### src/rtl/seg7_scan_ctrl.sv
// Round-robin seven-segment scan controller: dwell per enabled digit, blanking tail,
// hex decode with decimal point. All pins are registered.
module seg7_scan_ctrl #(
    parameter int unsigned CLK_MHZ   = 100,
    parameter int unsigned DIGIT     = 4,
    parameter int unsigned SCAN_HZ   = 1000,
    parameter int unsigned BLANK_CYC = 16
) (
    input  logic                     clk,
    input  logic                     rst,
    input  logic                     enable,
    input  logic [4*DIGIT-1:0]       value,
    input  logic [DIGIT-1:0]         dp,
    input  logic [DIGIT-1:0]         en_mask,
    output logic [7:0]               abcdefgh,
    output logic [DIGIT-1:0]         digit,
    output logic [$clog2(DIGIT)-1:0] cur_idx
);

    localparam int unsigned DWELL = CLK_MHZ * 1_000_000 / SCAN_HZ;
    localparam int unsigned CNT_W = $clog2(DWELL);
    localparam int unsigned IDX_W = $clog2(DIGIT);
    localparam logic [CNT_W-1:0] LIT_LAST   = CNT_W'(DWELL - BLANK_CYC - 1);
    localparam logic [CNT_W-1:0] DWELL_LAST = CNT_W'(DWELL - 1);

    typedef enum logic [1:0] {IDLE, SHOW, BLANK} state_t;

    state_t           state, state_n;
    logic [CNT_W-1:0] cnt, cnt_n;
    logic [IDX_W-1:0] idx_n, low_idx, adv_idx;
    logic [3:0]       nib, nib_n;
    logic             dp_lat, dp_n;
    logic [7:0]       seg_n;
    logic [DIGIT-1:0] dig_n;
    logic             adv, take, adv_found;

    function automatic logic [7:0] decode(input logic [3:0] n);
        case (n)
            4'h0: decode = 8'hFC;  4'h1: decode = 8'h60;
            4'h2: decode = 8'hDA;  4'h3: decode = 8'hF2;
            4'h4: decode = 8'h66;  4'h5: decode = 8'hB6;
            4'h6: decode = 8'hBE;  4'h7: decode = 8'hE0;
            4'h8: decode = 8'hFE;  4'h9: decode = 8'hF6;
            4'hA: decode = 8'hEE;  4'hB: decode = 8'h3E;
            4'hC: decode = 8'h9C;  4'hD: decode = 8'h7A;
            4'hE: decode = 8'h9E;  default: decode = 8'h8E;
        endcase
    endfunction

    // Lowest set mask bit (IDLE exit) and next set bit after cur_idx, wrapping (ADVANCE)
    always_comb begin
        low_idx   = '0;
        adv_idx   = cur_idx;
        adv_found = 1'b0;
        for (int unsigned i = 0; i < DIGIT; i++) begin
            if (en_mask[DIGIT-1-i]) low_idx = IDX_W'(DIGIT - 1 - i);
        end
        for (int unsigned k = 1; k <= DIGIT; k++) begin
            if (!adv_found && en_mask[(32'(cur_idx) + k) % DIGIT]) begin
                adv_found = 1'b1;
                adv_idx   = IDX_W'((32'(cur_idx) + k) % DIGIT);
            end
        end
    end

    always_comb begin
        state_n = state;
        cnt_n   = cnt;
        idx_n   = cur_idx;
        nib_n   = nib;
        dp_n    = dp_lat;
        adv     = 1'b0;
        take    = 1'b0;
        case (state)
            IDLE: begin
                cnt_n = '0;
                if (enable && |en_mask) begin
                    state_n = SHOW;
                    idx_n   = low_idx;
                    take    = 1'b1;
                end
            end
            SHOW: begin
                if (!enable) begin
                    state_n = IDLE;
                    cnt_n   = '0;
                end else if (cnt == LIT_LAST) begin
                    if (BLANK_CYC > 0) begin
                        state_n = BLANK;
                        cnt_n   = cnt + CNT_W'(1);
                    end else begin
                        adv = 1'b1;
                    end
                end else begin
                    cnt_n = cnt + CNT_W'(1);
                end
            end
            BLANK: begin
                if (!enable) begin
                    state_n = IDLE;
                    cnt_n   = '0;
                end else if (cnt == DWELL_LAST) begin
                    adv = 1'b1;
                end else begin
                    cnt_n = cnt + CNT_W'(1);
                end
            end
            default: begin
                state_n = IDLE;
                cnt_n   = '0;
            end
        endcase
        if (adv) begin
            cnt_n = '0;
            if (adv_found) begin
                state_n = SHOW;
                idx_n   = adv_idx;
                take    = 1'b1;
            end else begin
                state_n = IDLE;
            end
        end
        if (take) begin
            nib_n = value[{idx_n, 2'b00} +: 4];
            dp_n  = dp[idx_n];
        end
        // Pin values are derived from the next state so they change on the transition edge
        seg_n = '0;
        dig_n = '0;
        if (state_n == SHOW) begin
            seg_n = decode(nib_n) | {7'b0, dp_n};
            dig_n = DIGIT'(1) << idx_n;
        end
    end

    always_ff @(posedge clk or negedge rst) begin
        if (!rst) begin
            state    <= IDLE;
            cnt      <= '0;
            cur_idx  <= '0;
            nib      <= '0;
            dp_lat   <= 1'b0;
            abcdefgh <= '0;
            digit    <= '0;
        end else begin
            state    <= state_n;
            cnt      <= cnt_n;
            cur_idx  <= idx_n;
            nib      <= nib_n;
            dp_lat   <= dp_n;
            abcdefgh <= seg_n;
            digit    <= dig_n;
        end
    end

endmodule

### config.mk
export PLATFORM = sky130hd
export DESIGN_NAME = seg7_scan_ctrl
export DESIGN_NICKNAME = d
export VERILOG_FILES = /design/src/rtl/seg7_scan_ctrl.sv
export SDC_FILE = /design/constraint.sdc
export NUM_CORES = 1
export LEC_CHECK = 0
export CAP_MARGIN = 20
export CORE_ASPECT_RATIO = 1.25
export CORE_UTILIZATION = 57
export DETAILED_ROUTE_END_ITERATION = 16
export HOLD_SLACK_MARGIN = 0.1
export PLACE_DENSITY = 0.85
export RECOVER_POWER = 25
export SYNTH_ARGS = -nofsm -noshare
export SYNTH_HDL_FRONTEND = slang
export SYNTH_SLANG_ARGS = --single-unit
### constraint.sdc
create_clock -name clk -period 7.9 [get_ports clk]
set_clock_uncertainty 0.2 [all_clocks]
set_input_delay 1.185 -clock clk [delete_from_list [all_inputs] [get_ports clk]]
set_output_delay 1.185 -clock clk [all_outputs]
set_load 0.05 [all_outputs]
# Yosys cells after proc, flatten, opt, wreduce, memory -nomap -nowiden
# Memories as Yosys holds them, arrays and structs flattened.
# Cells that the tools add are included.
[word_totals]
reg_bits = 38
rom_bits = 112
input_bits = 27
out_inout_bits = 14
word_cells = 86
memories = 1
[op_classes]
add_sub_neg = 5
order_cmp = 5
n_eq_ne = 6
n_shift = 2
n_mux = 50
bitwise = 1
n_reduce_logical = 9
[memory_table]
columns = ["memory", "words", "word_bits", "rd", "rd_ports_with_merged_regs", "wr", "line", "source"]
rows = [
  ["(no name shown)", 16, 7, 1, 0, 0, "38", "case (n)"],
]
[ops]
columns = ["operator", "count"]
rows = [
  ["two-way mux 17 bit", 4],
  ["== test 17 bit (second input constant)", 2],
  ["two-way mux 2 bit", 17],
  ["one-hot mux 17 bit (2 select lines)", 1],
  ["two-way mux 1 bit", 18],
  ["adder 17 x 1 -> 17 bit (second input constant)", 1],
  ["two-way mux 8 bit", 2],
  ["indexed part select 16 x 5 -> 4 bit", 1],
  ["less-than comparator 2 x 3 -> 1 bit (second input constant)", 5],
  ["binary-select mux 1 bit (select 2 bit)", 5],
  ["two-way mux 4 bit", 2],
  ["OR 8 x 1 -> 8 bit", 1],
  ["one-hot mux 2 bit (3 select lines)", 1],
  ["adder 2 x 1 -> 2 bit (second input constant)", 2],
  ["adder 2 bit (second input constant)", 2],
  ["== test 2 x 1 -> 1 bit (second input constant)", 2],
  ["logical AND 1 bit", 4],
  ["!= test 4 bit (second input constant)", 1],
  ["OR reduction 4 bit", 1],
  ["<< shifter 1 x 2 -> 4 bit (first input constant)", 1],
  ["logical NOT 1 bit", 3],
  ["== test 2 bit (second input constant)", 1],
  ["logical NOT 2 bit", 1],
]

# Longest topological paths before layout
# Gate-level depths: netlist of the first run.
# An unclocked memory read counts as a cell.
[depth]
depth_word = 21
depth_mapped = 14
ltp_nobuf = 14

# Least setup slack after synthesis of the first run
# OpenSTA, ideal clock, no wires.
[synth_path]
path_kind = "input -> register"
startpoint = "input port enable"
endpoint = "register abcdefgh[2]"
setup_ns = 0.094
arrival_time_ns = 3.796
t_required_ns = 7.606
slack_ns = 3.810
path_stages = 12
path_buffers = 2
cell_sequence = "clkbuf_1 -> nand3_2 -> or2_1 -> buf_2 -> o21a_1 -> a22oi_1 -> nor2_1 -> nor3_1 -> inv_1 -> ha_1 -> mux2_2 -> a211oi_1"
[synth_between]
elab_chain_cells = 11
word_cells_on_any_way = 23
cone_classes = "eq/ne: 1; shift: 1; mux: 18; bitwise: 1; reduce/logical: 1; memory: 1"
[synth_rtl]
columns = ["element", "line", "source"]
rows = [
  ["start, declared", "11", "input logic enable,"],
  ["logical AND 1 bit", "77", "if (enable && |en_mask) begin"],
  ["two-way mux 2 bit", "77", ""],
  ["two-way mux 2 bit", "74", "case (state)"],
  ["two-way mux 2 bit", "115", "if (adv_found) begin"],
  ["two-way mux 2 bit", "113", "if (adv) begin"],
  ["indexed part select 16 x 5 -> 4 bit", "124", "nib_n = value[{idx_n, 2'b00} +: 4];"],
  ["two-way mux 4 bit (*)", "123", "if (take) begin"],
  ["named net nib_n[0]", "31", "logic [3:0] nib, nib_n;"],
  ["memory (16 x 7 bit) (*)", "n/a", ""],
  ["two-way mux 8 bit (*)", "130", "if (state_n == SHOW) begin"],
  ["OR 8 x 1 -> 8 bit (*)", "131", "seg_n = decode(nib_n) | {7'b0, dp_n};"],
  ["two-way mux 8 bit (*)", "130", ""],
  ["named net seg_n[2]", "33", "logic [7:0] seg_n;"],
  ["end signal, assigned", "151", "abcdefgh <= seg_n;"],
  ["end, declared", "15", "output logic [7:0] abcdefgh,"],
]
# The timed path passes the listed nets; every way through them passes the cells marked *. The select of a mux whose other input is x is not followed.
# A chain may end at the register's enable or synchronous reset.

# Worst setup path after layout of the first run
[layout_path]
startpoint = "input port en_mask[1]"
endpoint = "register abcdefgh[2]"
[layout_between]
elab_chain_cells = 20
word_cells_on_any_way = 45
cone_classes = "eq/ne: 1; shift: 1; mux: 33; bitwise: 1; reduce/logical: 8; memory: 1"
[layout_rtl]
columns = ["element", "line", "source"]
rows = [
  ["start, declared", "14", "input logic [DIGIT-1:0] en_mask,"],
  ["binary-select mux 1 bit (select 2 bit)", "59", "if (!adv_found && en_mask[(32'(cur_idx) + k) % DIGIT]) begin"],
  ["two-way mux 1 bit (implied by the code)", "59", ""],
  ["two-way mux 1 bit", "59", ""],
  ["logical NOT 1 bit", "59", ""],
  ["logical AND 1 bit", "59", ""],
  ["two-way mux 1 bit", "59", ""],
  ["logical NOT 1 bit", "59", ""],
  ["logical AND 1 bit", "59", ""],
  ["[... 6 more ...]", "n/a", ""],
  ["indexed part select 16 x 5 -> 4 bit", "124", ""],
  ["two-way mux 4 bit (*)", "123", ""],
  ["named net nib_n[0]", "31", ""],
  ["memory (16 x 7 bit) (*)", "n/a", ""],
  ["two-way mux 8 bit (*)", "130", ""],
  ["OR 8 x 1 -> 8 bit (*)", "131", ""],
  ["two-way mux 8 bit (*)", "130", ""],
  ["named net seg_n[2]", "33", ""],
]
# Marks and branches as above.

==> results.ini, run 1 <==
[outcome]
status = complete, but fails checks
violations = max-capacitance violations, max-slew violations

[worst_setup_path]
setup.worst_path.class = primary input to register
required_ps = 7890
critPathMaxFanout = 7
cp-end-kind = register
crit_arrival_ps = 4740
start_kind = primary input

[routing]
wl_per_cell_um = 15.44
drt_iter0_drc = 81
remaining_drc_errors = 0
viasPerCell = 5.918
wl_mm = 5.264
vias = 2018
firstDrtPassIters = 4
detail-route-antenna-nets = 0

[floorplan]
die_h_um = 74.72
io-pin-count = 41
start_util_pct = 59.29
die_area_um2 = 4496
coreArea_um2 = 4066
rows = 26
die_x_um = 60.17

[grt]
grt_pass1_wl_mm = 8.721
grt_pass1_vias = 1889
antenna_found_initial = 0
grt_usage_pct = 26.07
grt_max_degree = 39
grt-ovfl-total = 0

[clocking]
cts_buffers = 5
ctsResizeCount = 0
cts.sinks = 38
clk_latency_ps = 290
path_clk_slew_ps = 70
htreeDepth = 2
tritoncts = yes
root_buffer = clkbuf_8
cts_buffer_depth = 2
holdBufCountCts = 0
postCtsSetupBuffers = 0

[synth]
synth_top_area_share_pct = 39.44
synth.net_count = 283
avgSynthCellArea_um2 = 9.841
ys_warn_count = 0
syn-cell-area_um2 = 2411
yosys-top-cells-area = dfrtp_1 (39%), ha_1 (5.7%), nor2_1 (4.0%)
yosysSeqAreaShare_pct = 39.44
synth_top_cell_by_area = dfrtp_1
ys_types = 67
postSynth.asyncResetShare_pct = 100.0
synthCells = 245
synth_ff_type = dfrtp_1
synth-edff-count = 0
ys_ff_latch = 38

[job]
drv_cap = 1

[cells_and_area]
diodes = 0
finalNetCount = 323
finalNonFillerCells = 341
seqCellArea_um2 = 950.9
drive_gt1_share_pct = 9.825
final_area_um2 = 2919
syn2layout_area_growth_pct = 21.07
mostFrequentLayoutCells = clkdlybuf4s50_1 (39), dfrtp_1 (38), nor2_1 (26), nand2_1 (14)
multi_input_area_um2 = 1368
fillers = 333
layout_commonest_cell = clkdlybuf4s50_1

[sta]
slew_violations = 39
setup_viol = 0
max_freq_mhz = 210.6
setup_tns_ps = 0
final.min_clock_period_ps = 4749
tightest_slew_ps = 2070
slew_headroom_pct = -38.02
rsz0062_at_grt = no
period_share_pct = 60.11
finalHoldViolations = 0

[placement]
gp_congestion = 0.9035
io_buffers = 40
dp_hpwl_mm = 3.939
placed_cell_area_um2 = 2841
dp_cells = 334

[pwr]
p_leak_nw = 1.207
powerDensity_nw_per_um2 = 316.2
ir_drop_uv = 226.9
fin_total_pwr_mw = 0.9230

[hold_path]
hold_path_class = register to register

## worst max-delay path, stage by stage
cell and delay [ps]:
clkdlybuf4s50_1 510, nor4_1 800, o31ai_1 350, o211ai_1 250
nor2_1 130, nor3_1 530, inv_1 190, ha_1 300
mux2_2 280, a211oi_1 220
## power breakdown
group	switching, mW	internal, mW	leakage [nW]
clock network	0.0667	0.0592	0.0438
registers	0.0236	0.243	0.502
logic	0.337	0.194	0.661
## synthesized netlist by cell type (all sizes together), types with 4 or more instances
cell type / n
o21ai: 14
nand2: 14
clkbuf: 5
or2: 4
a21oi: 6
mux2i: 5
a211oi: 5
dfrtp: 38
xor2: 9
nor2: 26
ha: 11
nor3: 10
nand3: 9
or3: 7
o211ai: 4
inv: 14
## layout make-up
cell class | count | share of cell area [%]
inverter | 14 | 1.972
tap | 56 | 2.400
multi-input combinational | 186 | 46.85
timing repair buffer | 40 | 13.50
clock inverter | 2 | 0.3429
sequential | 38 | 32.58
clock buffer | 5 | 2.357
## final timing paths
check | from | depth (start not counted) | to | slack [ps]
worst max-delay path | en_mask[1] | 10 | abcdefgh[2] | 3150
min in group asynchronous | rst | 1 | digit[1] | 1290
worst min-delay path | cnt[0] | 1 | cnt[0] | 260
max in group asynchronous | rst | 1 | abcdefgh[6] | 5030
worst min register to register | cnt[0] | 1 | cnt[0] | 260
worst max register to register | cnt[0] | 11 | abcdefgh[2] | 3940
## routing by layer
layer | GRT usage (%) | vias to the layer above | routed length, um | part of all wire (%)
li1 | - | 981 | - | -
met1 | 30.67 | 974 | 2087 | 40
met2 | 45.54 | 51 | 2853 | 54
met3 | 6.014 | 12 | 234 | 4.4
met4 | 9.819 | 0 | 89 | 1.7
met5 | 0 | - | 0 | 0
## kinds of logic (layout without fill, tap and decap cells)
logic type / count (synthesis) / in the layout / synth area share (%)
multiplexers: 8 / 8 / 3.632
AND/OR/NAND/NOR: 94 / 94 / 22.37
flip-flops: 38 / 38 / 39.44
XOR/XNOR: 12 / 12 / 4.359
AO/OA/AOI/OAI: 61 / 61 / 20.65
adder cells (fa/ha/maj): 11 / 11 / 5.708
buffers and inverters: 21 / 61 / 3.840
## flip-flops by register name, indices dropped and copies added, names as in the netlist
signal and flops:
dp_lat 1, state 2, abcdefgh 8, nib 4
cur_idx 2, cnt 17, digit 4
## per-stage QoR
| step | util [%] | hold WS, ps | worst slack, ps |
|---|---|---|---|
| floorplan | - | 225.1 | 3810 |
| global placement | 69.88 | 249.9 | 3075 |
| detailed placement | 69.88 | 254.1 | 2968 |
| CTS | 71.82 | 264.2 | 3258 |
| global route | 71.78 | 280.0 | 2919 |
| finish | 71.78 | 261.2 | 3151 |
(Power assumes the default switching activity.)
==> inputs of run 2 (changes only) <==
--- a/config.mk
+++ b/config.mk
@@ -7,10 +7,10 @@
 export LEC_CHECK = 0
 export CAP_MARGIN = 20
 export CORE_ASPECT_RATIO = 1.25
-export CORE_UTILIZATION = 57
+export CORE_UTILIZATION = 48
 export DETAILED_ROUTE_END_ITERATION = 16
 export HOLD_SLACK_MARGIN = 0.1
-export PLACE_DENSITY = 0.85
+export PLACE_DENSITY = 0.76
 export RECOVER_POWER = 25
 export SYNTH_ARGS = -nofsm -noshare
 export SYNTH_HDL_FRONTEND = slang
==> constraint.sdc (replaced) <==
create_clock -name clk -period 4.31 [get_ports clk]
set_clock_uncertainty 0.2 [all_clocks]
set_input_delay 0.6465 -clock clk [delete_from_list [all_inputs] [get_ports clk]]
set_output_delay 0.6465 -clock clk [all_outputs]
set_load 0.05 [all_outputs]
==> results.ini, run 2 (same netlist as run 1, synthesis figures left out) <==
[routing]
viasPerCell = 5.775
wl_mm = 5.544
detail-route-antenna-nets = 0
vias = 2050
wl_per_cell_um = 15.62
drt_iter0_drc = 85
firstDrtPassIters = 4
remaining_drc_errors = 0

[worst_setup_path]
crit_chain = clkdlybuf4s50_1 > nor2b_1 > o22ai_1 > or3_1 > buf_4 > o211a_1 > a2111oi_0 > or3_1 > inv_1 > ha_1 > mux2_2 > a211oi_1
ff2ff_setup_slack_ps = 570
crit_buf_inv = 3
crit_slowest_cell = clkdlybuf4s50_1
start_kind = primary input
required_ps = 4310
crit_arrival_ps = 3830
crit_top_cell = or3_1
cp-end-kind = register
critPathMaxFanout = 8
cp_slowest_stage_delay_ps = 600
setup.worst_path.class = primary input to register
worst_path_dominant_cell_family = compound AO/OA/AOI/OAI gates

[sta]
rsz0062_at_grt = no
finalHoldViolations = 0
slew_headroom_pct = -40.28
setup_viol = 0
tightest_slew_ps = 2104
slew_violations = 39
setup_tns_ps = 0
period_share_pct = 89.00
final.min_clock_period_ps = 3836
max_freq_mhz = 260.7

[clocking]
tritoncts = yes
cts_buffer_depth = 2
path_clk_slew_ps = 80
root_buffer = clkbuf_8
ctsResizeCount = 0
holdBufCountCts = 0
htreeDepth = 2
postCtsSetupBuffers = 0
cts_buffers = 5
cts.sinks = 38
clk_latency_ps = 290

[pwr]
p_sw_mw = 0.8098
intPower_mw = 0.9607
p_leak_nw = 1.253
clkPwrFrac_pct = 14.8
ir_drop_uv = 441.6
powerDensity_nw_per_um2 = 588.6
sequentialPowerShare_pct = 27.4
p_sw_share_pct = 45.74
combPwrFrac_pct = 57.8

[hold_path]
hold_path_class = register to register

[placement]
io_buffers = 40
dp_cells = 347
dp_hpwl_mm = 4.184
gp_congestion = 0.8951
placed_cell_area_um2 = 2914

[floorplan]
die_x_um = 65.39
coreArea_um2 = 4765
rows = 28
die_h_um = 81.24
start_util_pct = 50.60
io-pin-count = 41
die_area_um2 = 5312

[cells_and_area]
multi_input_area_um2 = 1368
layout_commonest_cell = clkdlybuf4s50_1
fillers = 432
drive_gt1_share_pct = 12.88
top_regs = cnt x17, abcdefgh x8
largest_reg_flops = 17
top_register = cnt
diodes = 0
mostFrequentLayoutCells = clkdlybuf4s50_1 (39), dfrtp_1 (38), nor2_1 (26), nand2_1 (14)
syn2layout_area_growth_pct = 24.75
seqCellArea_um2 = 950.9
finalNetCount = 332
finalNonFillerCells = 355
final_area_um2 = 3008

[grt]
use_met2_pct = 40.62
grt_pass1_wl_mm = 9.287
antenna_found_initial = 0
use_met1_pct = 27.38
grt_busiest_layer = met2
grt-ovfl-total = 0
grt_usage_pct = 23.12
grt_max_degree = 39
use_met3_pct = 5.056
grt_pass1_vias = 2019

[outcome]
status = complete, but fails checks
violations = max-capacitance violations, max-slew violations

[job]
drv_cap = 1

-- run 2: power by group through the flow --
stage | Clock, mW | Combinational (mW) | Sequential [mW]
after floorplan | 0 | 0.535 | 0.678
after global placement | 0 | 1.01 | 0.492
after detailed placement | 0 | 1.02 | 0.493
after CTS | 0.270 | 1.02 | 0.486
after global routing | 0.282 | 1.10 | 0.494
final | 0.262 | 1.02 | 0.486
-- run 2: worst reg2reg max path, delay by kind of cell, from the launching register on --
kind	cells	cell delay [ps]
AOI/OAI and AO/OA	3	930
adders and majority gates	2	470
buffers and inverters	2	310
DFF	1	370
muxes	1	270
and+or+nand+nor	4	1080
-- run 2: path summary, 6_finish.rpt --
check                            from           to  cells past startpoint
max reg2reg                    cnt[0]  abcdefgh[2]                     12
min in group asynchronous         rst       cnt[6]                      1
min reg2reg                    cnt[0]       cnt[0]                      1
min                            cnt[0]       cnt[0]                      1
max                        en_mask[1]  abcdefgh[2]                     12
max in group asynchronous         rst     digit[2]                      1
-- run 2: stage by stage --
stage	power (mW)	hold WS [ps]	util [%]	setup slack, ps
6_report	1.771	262.6	63.13	474.1
5_1_grt	1.879	309.9	63.13	279.8
4_1_cts	1.775	269.7	63.16	515.0
3_5_place_dp	1.508	258.2	61.16	211.5
3_3_place_gp	1.500	246.1	61.16	298.9
2_1_floorplan	1.212	150.9	-	759.0
-- run 2: routing by layer --
metal  wire, um  share of wire [%]  up-vias
met1       2423                 44      991
met3        175                3.2       11
li1           -                  -     1004
met5          0                  0        -
met4        117                2.1        0
met2       2828                 51       44
-- run 2: layout make-up --
cell class,count,area share (%)
clock inverter,2,0.4160
inverter,14,1.913
timing repair buffer,49,15.35
clock buffer,6,2.745
multi-input combinational,186,45.47
sequential,38,31.61
tap,60,2.496
